## src/rtl/buffer2_write_packer_pkg.sv

```systemverilog
// Shared definitions for the line-buffer write packer.
//   state_e      : FSM encoding (FILL = collecting words, FULL = frame held)
//   DEF_*        : default geometry (16-bit words, 8-word buffer, 2 words/write)
//   addr_width   : buffer address width derived from the buffer depth
//   lane_width   : width of the pack-lane index
//   geometry_ok  : elaboration check that the depth is a whole number of groups
package buffer2_write_packer_pkg;

  typedef enum logic {
    ST_FILL = 1'b0,
    ST_FULL = 1'b1
  } state_e;

  localparam int DEF_SIZE      = 16;
  localparam int DEF_MEM_SIZE  = 8;
  localparam int DEF_PAR_WRITE = 2;

  function automatic int addr_width(input int mem_size);
    return (mem_size > 1) ? $clog2(mem_size) : 1;
  endfunction

  function automatic int lane_width(input int par_write);
    return (par_write > 1) ? $clog2(par_write) : 1;
  endfunction

  function automatic bit geometry_ok(input int mem_size, input int par_write);
    return (par_write >= 1) && (mem_size >= par_write) && ((mem_size % par_write) == 0);
  endfunction

endpackage

```

## src/rtl/buffer2_write_packer_if.sv

```systemverilog
// Bundle of the packer's stream input, buffer write port and frame status.
//   in_valid/in_data/in_ready : upstream word handshake
//   wen/waddr/din             : wide write into the line buffer
//   buf_full/word_count       : frame status towards the consumer
//   frame_release             : consumer done with the frame ("release" is an
//                               SV keyword, hence the longer name)
// slave  : the packer's view; master : the upstream/consumer view.
interface buffer2_write_packer_if #(
  parameter int SIZE        = 16,
  parameter int PAR_WRITE   = 2,
  parameter int ADDRES_SIZE = 3
);
  logic                      in_valid;
  logic [SIZE-1:0]           in_data;
  logic                      in_ready;
  logic                      wen;
  logic [ADDRES_SIZE-1:0]    waddr;
  logic [SIZE*PAR_WRITE-1:0] din;
  logic                      buf_full;
  logic                      frame_release;
  logic [ADDRES_SIZE:0]      word_count;

  modport slave (
    input  in_valid, in_data, frame_release,
    output in_ready, wen, waddr, din, buf_full, word_count
  );

  modport master (
    output in_valid, in_data, frame_release,
    input  in_ready, wen, waddr, din, buf_full, word_count
  );
endinterface

```

## src/rtl/buffer2_write_packer_word_packer.sv

```systemverilog
// Collects PAR_WRITE consecutive accepted words into one wide group.
//   clk, rst_n  : clock, synchronous active-low reset (drops a partial group)
//   accept      : a word is taken this cycle
//   data        : the word being taken
//   group_done  : this accept fills the last lane
//   group_data  : all lanes including the word being taken now, lane 0 lowest
module word_packer
  import buffer2_write_packer_pkg::*;
#(
  parameter int SIZE      = DEF_SIZE,
  parameter int PAR_WRITE = DEF_PAR_WRITE,
  parameter int LANE_W    = lane_width(PAR_WRITE)
) (
  input  logic                      clk,
  input  logic                      rst_n,
  input  logic                      accept,
  input  logic [SIZE-1:0]           data,
  output logic                      group_done,
  output logic [SIZE*PAR_WRITE-1:0] group_data
);

  localparam logic [LANE_W-1:0] LAST_LANE = LANE_W'(PAR_WRITE - 1);

  logic [LANE_W-1:0]         lane_q;
  logic [SIZE*PAR_WRITE-1:0] lanes_q;

  assign group_done = accept && (lane_q == LAST_LANE);

  // The completing word is merged combinationally so the top can register
  // the whole group on the same edge that accepts the last word.
  always_comb begin
    group_data = lanes_q;
    group_data[int'(lane_q)*SIZE +: SIZE] = data;
  end

  always_ff @(posedge clk) begin
    if (!rst_n) begin
      lane_q  <= '0;
      lanes_q <= '0;
    end else if (accept) begin
      lanes_q[int'(lane_q)*SIZE +: SIZE] <= data;
      lane_q <= group_done ? '0 : lane_q + 1'b1;
    end
  end

endmodule

```

## src/rtl/buffer2_write_packer.sv

```systemverilog
// Fill stage for the parallel-word line buffer: packs the serial word stream
// into PAR_WRITE-word writes at ascending addresses, flags the buffer full
// after the last write has landed, and stalls until the consumer releases.
//   clk   : clock, rising edge
//   rst_n : synchronous active-low reset
//   bus   : stream input, buffer write port and frame status (slave view)
//
// state | meaning
// FILL  | accepting words, committing a group per PAR_WRITE accepts
// FULL  | frame complete; stream stalled until frame_release with buf_full=1
module buffer2_write_packer
  import buffer2_write_packer_pkg::*;
#(
  parameter int SIZE        = DEF_SIZE,
  parameter int MEM_SIZE    = DEF_MEM_SIZE,
  parameter int PAR_WRITE   = DEF_PAR_WRITE,
  parameter int ADDRES_SIZE = addr_width(MEM_SIZE)
) (
  input logic                   clk,
  input logic                   rst_n,
  buffer2_write_packer_if.slave bus
);

  if (!geometry_ok(MEM_SIZE, PAR_WRITE)) begin : g_geometry_check
    $error("buffer2_write_packer: MEM_SIZE must be a non-zero multiple of PAR_WRITE");
  end

  localparam logic [ADDRES_SIZE-1:0] LAST_BASE = ADDRES_SIZE'(MEM_SIZE - PAR_WRITE);
  localparam logic [ADDRES_SIZE-1:0] STEP      = ADDRES_SIZE'(PAR_WRITE);
  localparam logic [ADDRES_SIZE:0]   STEP_CNT  = (ADDRES_SIZE+1)'(PAR_WRITE);

  state_e                    state_q, state_d;
  logic                      in_ready_q, in_ready_d;
  logic                      wen_q, wen_d;
  logic [ADDRES_SIZE-1:0]    waddr_q, waddr_d;
  logic [SIZE*PAR_WRITE-1:0] din_q, din_d;
  logic                      buf_full_q, buf_full_d;
  logic [ADDRES_SIZE-1:0]    base_q, base_d;
  logic [ADDRES_SIZE:0]      word_count_q, word_count_d;

  logic                      accept;
  logic                      group_done;
  logic [SIZE*PAR_WRITE-1:0] group_data;

  assign accept = bus.in_valid && in_ready_q && (state_q == ST_FILL);

  word_packer #(
    .SIZE      (SIZE),
    .PAR_WRITE (PAR_WRITE)
  ) u_word_packer (
    .clk        (clk),
    .rst_n      (rst_n),
    .accept     (accept),
    .data       (bus.in_data),
    .group_done (group_done),
    .group_data (group_data)
  );

  always_ff @(posedge clk) begin
    if (!rst_n) begin
      state_q      <= ST_FILL;
      in_ready_q   <= 1'b0;
      wen_q        <= 1'b0;
      waddr_q      <= '0;
      din_q        <= '0;
      buf_full_q   <= 1'b0;
      base_q       <= '0;
      word_count_q <= '0;
    end else begin
      state_q      <= state_d;
      in_ready_q   <= in_ready_d;
      wen_q        <= wen_d;
      waddr_q      <= waddr_d;
      din_q        <= din_d;
      buf_full_q   <= buf_full_d;
      base_q       <= base_d;
      word_count_q <= word_count_d;
    end
  end

  always_comb begin
    state_d      = state_q;
    in_ready_d   = in_ready_q;
    wen_d        = 1'b0;
    waddr_d      = waddr_q;
    din_d        = din_q;
    buf_full_d   = buf_full_q;
    base_d       = base_q;
    word_count_d = word_count_q;

    unique case (state_q)
      ST_FILL: begin
        in_ready_d = 1'b1;
        if (group_done) begin
          wen_d        = 1'b1;
          waddr_d      = base_q;
          din_d        = group_data;
          word_count_d = {1'b0, base_q} + STEP_CNT;
          if (base_q == LAST_BASE) begin
            // base stays on the last group so it never leaves the address range
            state_d    = ST_FULL;
            in_ready_d = 1'b0;
          end else begin
            base_d = base_q + STEP;
          end
        end
      end
      ST_FULL: begin
        in_ready_d = 1'b0;
        // Entered with the final wen still pending; full is raised one cycle
        // later so the buffer already holds the last group.
        buf_full_d = 1'b1;
        if (buf_full_q && bus.frame_release) begin
          state_d      = ST_FILL;
          in_ready_d   = 1'b1;
          buf_full_d   = 1'b0;
          base_d       = '0;
          word_count_d = '0;
        end
      end
      default: state_d = ST_FILL;
    endcase
  end

  assign bus.in_ready   = in_ready_q;
  assign bus.wen        = wen_q;
  assign bus.waddr      = waddr_q;
  assign bus.din        = din_q;
  assign bus.buf_full   = buf_full_q;
  assign bus.word_count = word_count_q;

endmodule
```

## src/flat_wrapper.sv

```systemverilog
// flat-port wrapper written by rule: the top's interface ports become plain ports
module buffer2_write_packer_flat import buffer2_write_packer_pkg::*;
#(
  parameter int SIZE        = DEF_SIZE,
  parameter int MEM_SIZE    = DEF_MEM_SIZE,
  parameter int PAR_WRITE   = DEF_PAR_WRITE,
  parameter int ADDRES_SIZE = addr_width(MEM_SIZE)
)
  (clk, rst_n, bus_in_valid, bus_in_data, bus_frame_release, bus_in_ready, bus_wen, bus_waddr, bus_din, bus_buf_full, bus_word_count);
  buffer2_write_packer_if #(.SIZE(SIZE), .PAR_WRITE(PAR_WRITE), .ADDRES_SIZE(ADDRES_SIZE)) bus_i ();
  input logic clk;
  input logic rst_n;
  input wire logic [$bits(bus_i.in_valid)-1:0] bus_in_valid;
  input wire logic [$bits(bus_i.in_data)-1:0] bus_in_data;
  input wire logic [$bits(bus_i.frame_release)-1:0] bus_frame_release;
  output wire logic [$bits(bus_i.in_ready)-1:0] bus_in_ready;
  output wire logic [$bits(bus_i.wen)-1:0] bus_wen;
  output wire logic [$bits(bus_i.waddr)-1:0] bus_waddr;
  output wire logic [$bits(bus_i.din)-1:0] bus_din;
  output wire logic [$bits(bus_i.buf_full)-1:0] bus_buf_full;
  output wire logic [$bits(bus_i.word_count)-1:0] bus_word_count;
  assign bus_i.in_valid = bus_in_valid;
  assign bus_i.in_data = bus_in_data;
  assign bus_i.frame_release = bus_frame_release;
  assign bus_in_ready = bus_i.in_ready;
  assign bus_wen = bus_i.wen;
  assign bus_waddr = bus_i.waddr;
  assign bus_din = bus_i.din;
  assign bus_buf_full = bus_i.buf_full;
  assign bus_word_count = bus_i.word_count;
  buffer2_write_packer #(.SIZE(SIZE), .MEM_SIZE(MEM_SIZE), .PAR_WRITE(PAR_WRITE), .ADDRES_SIZE(ADDRES_SIZE)) u_core (.clk(clk), .rst_n(rst_n), .bus(bus_i));
endmodule
```

## config.mk

```make
export PLATFORM = sky130hd
export DESIGN_NAME = buffer2_write_packer_flat
export DESIGN_NICKNAME = d
export VERILOG_FILES = /design/src/rtl/buffer2_write_packer_pkg.sv /design/src/rtl/buffer2_write_packer_if.sv /design/src/rtl/buffer2_write_packer_word_packer.sv /design/src/rtl/buffer2_write_packer.sv /design/src/flat_wrapper.sv
export SDC_FILE = /design/constraint.sdc
export NUM_CORES = 1
export LEC_CHECK = 0
export BUFFER_PORTS_ARGS = -buffer_cell sky130_fd_sc_hd__buf_4
export CAP_MARGIN = 10
export CORE_ASPECT_RATIO = 2
export CORE_MARGIN = 4
export CORE_UTILIZATION = 25
export DETAILED_ROUTE_END_ITERATION = 7
export SYNTH_ARGS = -nofsm -noshare
export SYNTH_HDL_FRONTEND = slang
export SYNTH_SLANG_ARGS = --single-unit
```

## constraint.sdc

```tcl
create_clock -name clk -period 1.75 [get_ports clk]
set_input_delay 0.35 -clock clk [delete_from_list [all_inputs] [get_ports clk]]
set_output_delay 0.35 -clock clk [all_outputs]
set_load 0.02 [all_outputs]
```

* Word level (Yosys, flattened, before mapping) *
Cells that the tools add are included.

word-level totals
  register bits after elaboration = 79
  input port bits = 20
  output and inout port bits = 42
  word-level logic and storage cells = 48

operators by class
  $add $sub $neg = 4
  equal/unequal tests = 4
  shift operators = 2
  mux-type cells = 18
  bitwise operators = 2
  reductions and logical operators = 8

operators by type and width
  operator                                                 number
  negator 5 -> 33 bit                                      1
  variable shift 16 x 33 -> 32 bit (first input constant)  1
  indexed part select 16 x 33 -> 32 bit                    1
  bitwise mux 32 bit                                       1
  2-to-1 mux 3 bit                                         3
  2-to-1 mux 1 bit                                         8
  2-to-1 mux 4 bit                                         2
  one-hot mux 4 bit (2 select lines)                       1
  != test 2 bit (second input constant)                    3
  one-hot mux 3 bit (2 select lines)                       1
  adder 3 x 2 -> 4 bit (second input constant)             1
  logical AND 1 bit                                        4
  one-hot mux 1 bit (2 select lines)                       2
  AND reduction 2 bit                                      2
  adder 3 x 2 -> 3 bit (second input constant)             1
  equality test 3 bit (second input constant)              1
  AND reduction 3 bit                                      1
  inverter 1 bit                                           2
  OR reduction 2 bit                                       1
  adder 1 bit (second input constant)                      1

* Longest topological paths before layout *
  depth in word-level cells = 5
  mapped depth = 6
  gate-level depth less buffers = 3

* Modules after synthesis *
Synthesis repeated with hierarchy kept, for this count alone.

unflattened totals
  cells, all modules = 351
  area, all modules = 3,278.1 um2

modules (own cells, without submodules)
  module                times used  cells an instance  area each (um2)  seq. area each (um2)
  buffer2_write_packer  1           189                1,639.1          880.8
  word_packer           1           162                1,639.1          660.6

* Least setup slack after synthesis *
Ideal clock, no wire load.

  path kind = register to register
  start point = register u_core.in_ready_q (netlist: u_core.bus.in_ready)
  end point = register u_core.din_q[10] (netlist: u_core.bus.din[10])
  library setup time = 117 ps
  arrival time = 1,294 ps
  required time = 1,633 ps
  setup slack = 339 ps
  stages on the path, launching flop included = 6
  path buffers = 2
  clock period less this slack = 1,411 ps
  cell sequence = dfxtp_1 nand4b_4 and2_1 buf_6 buf_6 a22o_1

between the ends
  longest elaborated chain between the ends = 4

RTL lines
  element                         RTL line                                source
  from (decl)                     buffer2_write_packer.sv:33              logic in_ready_q, in_ready_d;
  from (signal assigned)          buffer2_write_packer.sv:71              in_ready_q <= in_ready_d;
  logical AND 1 bit (2 in a row)  buffer2_write_packer.sv:45              assign accept = bus.in_valid && in_ready_q && (state_q == ST_FILL);
  logical AND 1 bit               buffer2_write_packer_word_packer.sv:27  assign group_done = accept && (lane_q == LAST_LANE);
  AND reduction 2 bit (no line)   -
  to (signal assigned)            buffer2_write_packer.sv:74              din_q <= din_d;
  to (decl)                       buffer2_write_packer.sv:36              logic [SIZE*PAR_WRITE-1:0] din_q, din_d;

No other way between the ends.
A chain may end at the register's enable or synchronous reset.

* Final worst setup path *
  start point = register u_core.in_ready_q (netlist: u_core.bus.in_ready)
  end point = register u_core.din_q[9] (netlist: u_core.bus.din[9])

Same word-level chain as after synthesis.

==> metrics.cfg <==
[sta]
finalHoldViolations = 0
finalWorstSetupSlack_ns = 0.353
tns_ns = 0
skew_ns = 0.00591
post-route-period-util_pct = 79.8
drv_slew = 0
fmax_mhz = 716
rsz0062_at_grt = no
finalSetupViolations = 0
period_minus_slack_ns = 1.40

[routing]
antenna_left = 0
drt_pass1_iterations = 4
drt_wl_total_um = 5150
vias_per_cell = 4.58
via_count = 1631
wl_per_cell_um = 14.5
drtIter0Drc = 39
drc = 0

[cts]
cts_resized = 0
cts_setup_buffers = 0
cts.sinks = 61
htree_levels = 3
ctsRootBufferMaster = clkbuf_16
ctsLongestPathBuffers = 2
path_clk_slew_ns = 0.05
numCtsBuffers = 9
clk_latency_ns = 0.32
postCtsHoldBufs = 0
cts_tree = done

[final_layout]
nets = 274
layout_common_cells = 64 x buf_4, 61 x dfxtp_1, 34 x a22o_1
post-route-cell-area_um2 = 2880
syn2layout_area_growth_pct = 36.2
layout-drive-gt1-share_pct = 32.2
antennaDiodeCount = 0
final_common_cell = buf_4
nFillCells = 867

[yosys]
ys_ff_latch = 61
yosysWarnings = 0
seq_area_frac_synth_pct = 57.9
syn_nets = 219
synth_cells = 198
syn_avg_cell_area_um2 = 10.7
syn_area_um2 = 2110
ys_types = 26

[placement]
portBuffers = 60
placed_cell_area_um2 = 2600
dp_hpwl_um = 3710
routabilityCongestion = 0.692
place_ws_ns = 0.336

[floorplan]
initial_core_util_pct = 25.6
die_h_um = 138
ios = 62
die_w_um = 73.0
die_area_um2 = 10100
rows = 47
core-area_um2 = 8230

[worst_setup_path]
cp_slowest_cell = dfxtp_1
path_buf_inv = 1
cp.required_ns = 1.96
start_kind = flop
reg2reg_depth = 4
endpoint_kind = flop
reg2reg_slack_ns = 0.35
cp_top_family = flip-flops
timing.rr.end = u_core.bus.din[9]$_SDFFE_PN0P_
max_stage_delay_ns = 0.43
rr_startpoint = u_core.bus.in_ready$_SDFF_PN0_
worstPathArrival_ns = 1.60
crit_start = u_core.bus.in_ready$_SDFF_PN0_
crit_type = reg -> reg
crit_fanout = 35
path_cells = nand4b_4 -> and2_1 -> buf_4 -> a22o_1

[global_route]
grt_pass1_wl_um = 8120
grt_pass1_vias = 1630
track_usage_pct = 10.7
grt_max_degree = 44
grt.overflow.total = 0
antenna_found_initial = 0

[min_path]
holdPathStages = 2
hold_end = u_core.bus.din[31]$_SDFFE_PN0P_
hold_class = in -> reg
min-delay-start = bus_in_data[15]

[power_and_ir_drop]
power.leakage_nw = 1.24
p_seq_share_pct = 45.1
peakVddDrop_mv = 0.430
netSwitchingFraction_pct = 22.4
p_switching_uw = 717
p_clk_share_pct = 49.8
combPwrFrac_pct = 5.1
p_per_area_nw_per_um2 = 1110
internal-power_mw = 2.48

[run_status]
status = complete, no violations

[run]
maxCapViolations = 0

kinds of logic after synthesis:
kind of cell               count (synthesis)  share of synthesized area (%)
and+or+nand+nor                           55                           13.5
AOI/OAI and AO/OA                         57                           20.2
adders and majority gates                  1                          0.593
DFF                                       61                           57.9
other                                      1                          0.178
muxes                                      2                          0.948
buffers and inverters                     21                           6.76
Yosys cell counts (all sizes together):
library cell / number / area (um^2)
conb: 1 / 3.75
clkbuf: 4 / 15.0
nand2: 24 / 90.1
nand4b: 1 / 23.8
a22oi: 1 / 7.51
ha: 1 / 12.5
buf: 17 / 128
a22o: 34 / 298
nand3b: 1 / 7.51
o21ai: 18 / 90.1
and3: 1 / 6.26
nand3: 20 / 100
and4b: 1 / 10.0
nor2b: 1 / 6.26
a21boi: 1 / 7.51
mux2i: 2 / 20.0
nor3: 1 / 10.0
nand4bb: 1 / 11.3
o22ai: 2 / 12.5
o211a: 1 / 10.0
and2: 2 / 12.5
nor2: 2 / 7.51
dfxtp: 61 / 1220
power groups by stage:
stage | Combinational, mW | Clock, mW | Sequential [mW]
after CTS | 0.166 | 1.63 | 1.44
after floorplan | 0.0921 | 0 | 1.48
after global routing | 0.182 | 1.68 | 1.44
final | 0.163 | 1.59 | 1.44
after detailed placement | 0.166 | 0 | 1.47
after global placement | 0.164 | 0 | 1.47
area by class of cell:
type                            count  area (um^2)  area share [%]
Multi-Input combinational cell    116          753            26.2
Tap cell                           98          123            4.26
Timing Repair Buffer               65          500            17.4
Clock buffer                       10          239            8.31
Sequential cell                    61         1220            42.5
Clock inverter                      6         38.8            1.35
worst reg2reg max path, cell delays in order (launching register included):
cell	delay, ns
dfxtp_1	0.43
nand4b_4	0.15
and2_1	0.18
buf_4	0.24
a22o_1	0.29
registers in the layout, indices dropped and copies added (netlist names):
register,flops
u_core.bus.din,32
u_core.u_word_packer.lanes_q,16
u_core.bus.word_count,4
u_core.base_q,2
u_core.bus.waddr,2
u_core.bus.buf_full,1
u_core.bus.in_ready,1
u_core.bus.wen,1
u_core.state_q,1
u_core.u_word_packer.lane_q,1
worst max path at each step:
| stage | endpoint | slack [ns] | depth (start not counted) |
|---|---|---|---|
| after floorplan | u_core.bus.din[10]$_SDFFE_PN0P_ | 0.34 | 5 |
| after global placement | u_core.bus.din[22]$_SDFFE_PN0P_ | 0.35 | 5 |
| after detailed placement | u_core.bus.din[26]$_SDFFE_PN0P_ | 0.34 | 5 |
| after CTS | u_core.bus.din[9]$_SDFFE_PN0P_ | 0.35 | 4 |
| after global routing | u_core.bus.din[28]$_SDFFE_PN0P_ | 0.28 | 4 |
| final | u_core.bus.din[9]$_SDFFE_PN0P_ | 0.35 | 4 |
metal layers:
metal  part of all wire (%)  GRT usage [%]
met5                      0              0
met4                    2.8           6.67
met3                    6.0           3.63
met2                     51           17.8
met1                     40           11.5
stage by stage:
stage	std cells	util (%)	total power, mW	hold slack [ns]
finish	356	34.9	3.19	0.249
floorplan	198	-	1.57	0.442
global route	356	34.9	3.30	0.246
detailed placement	340	31.6	1.64	0.453
global placement	340	31.6	1.63	0.448
CTS	356	34.9	3.23	0.233
(Power assumes the default switching activity.)
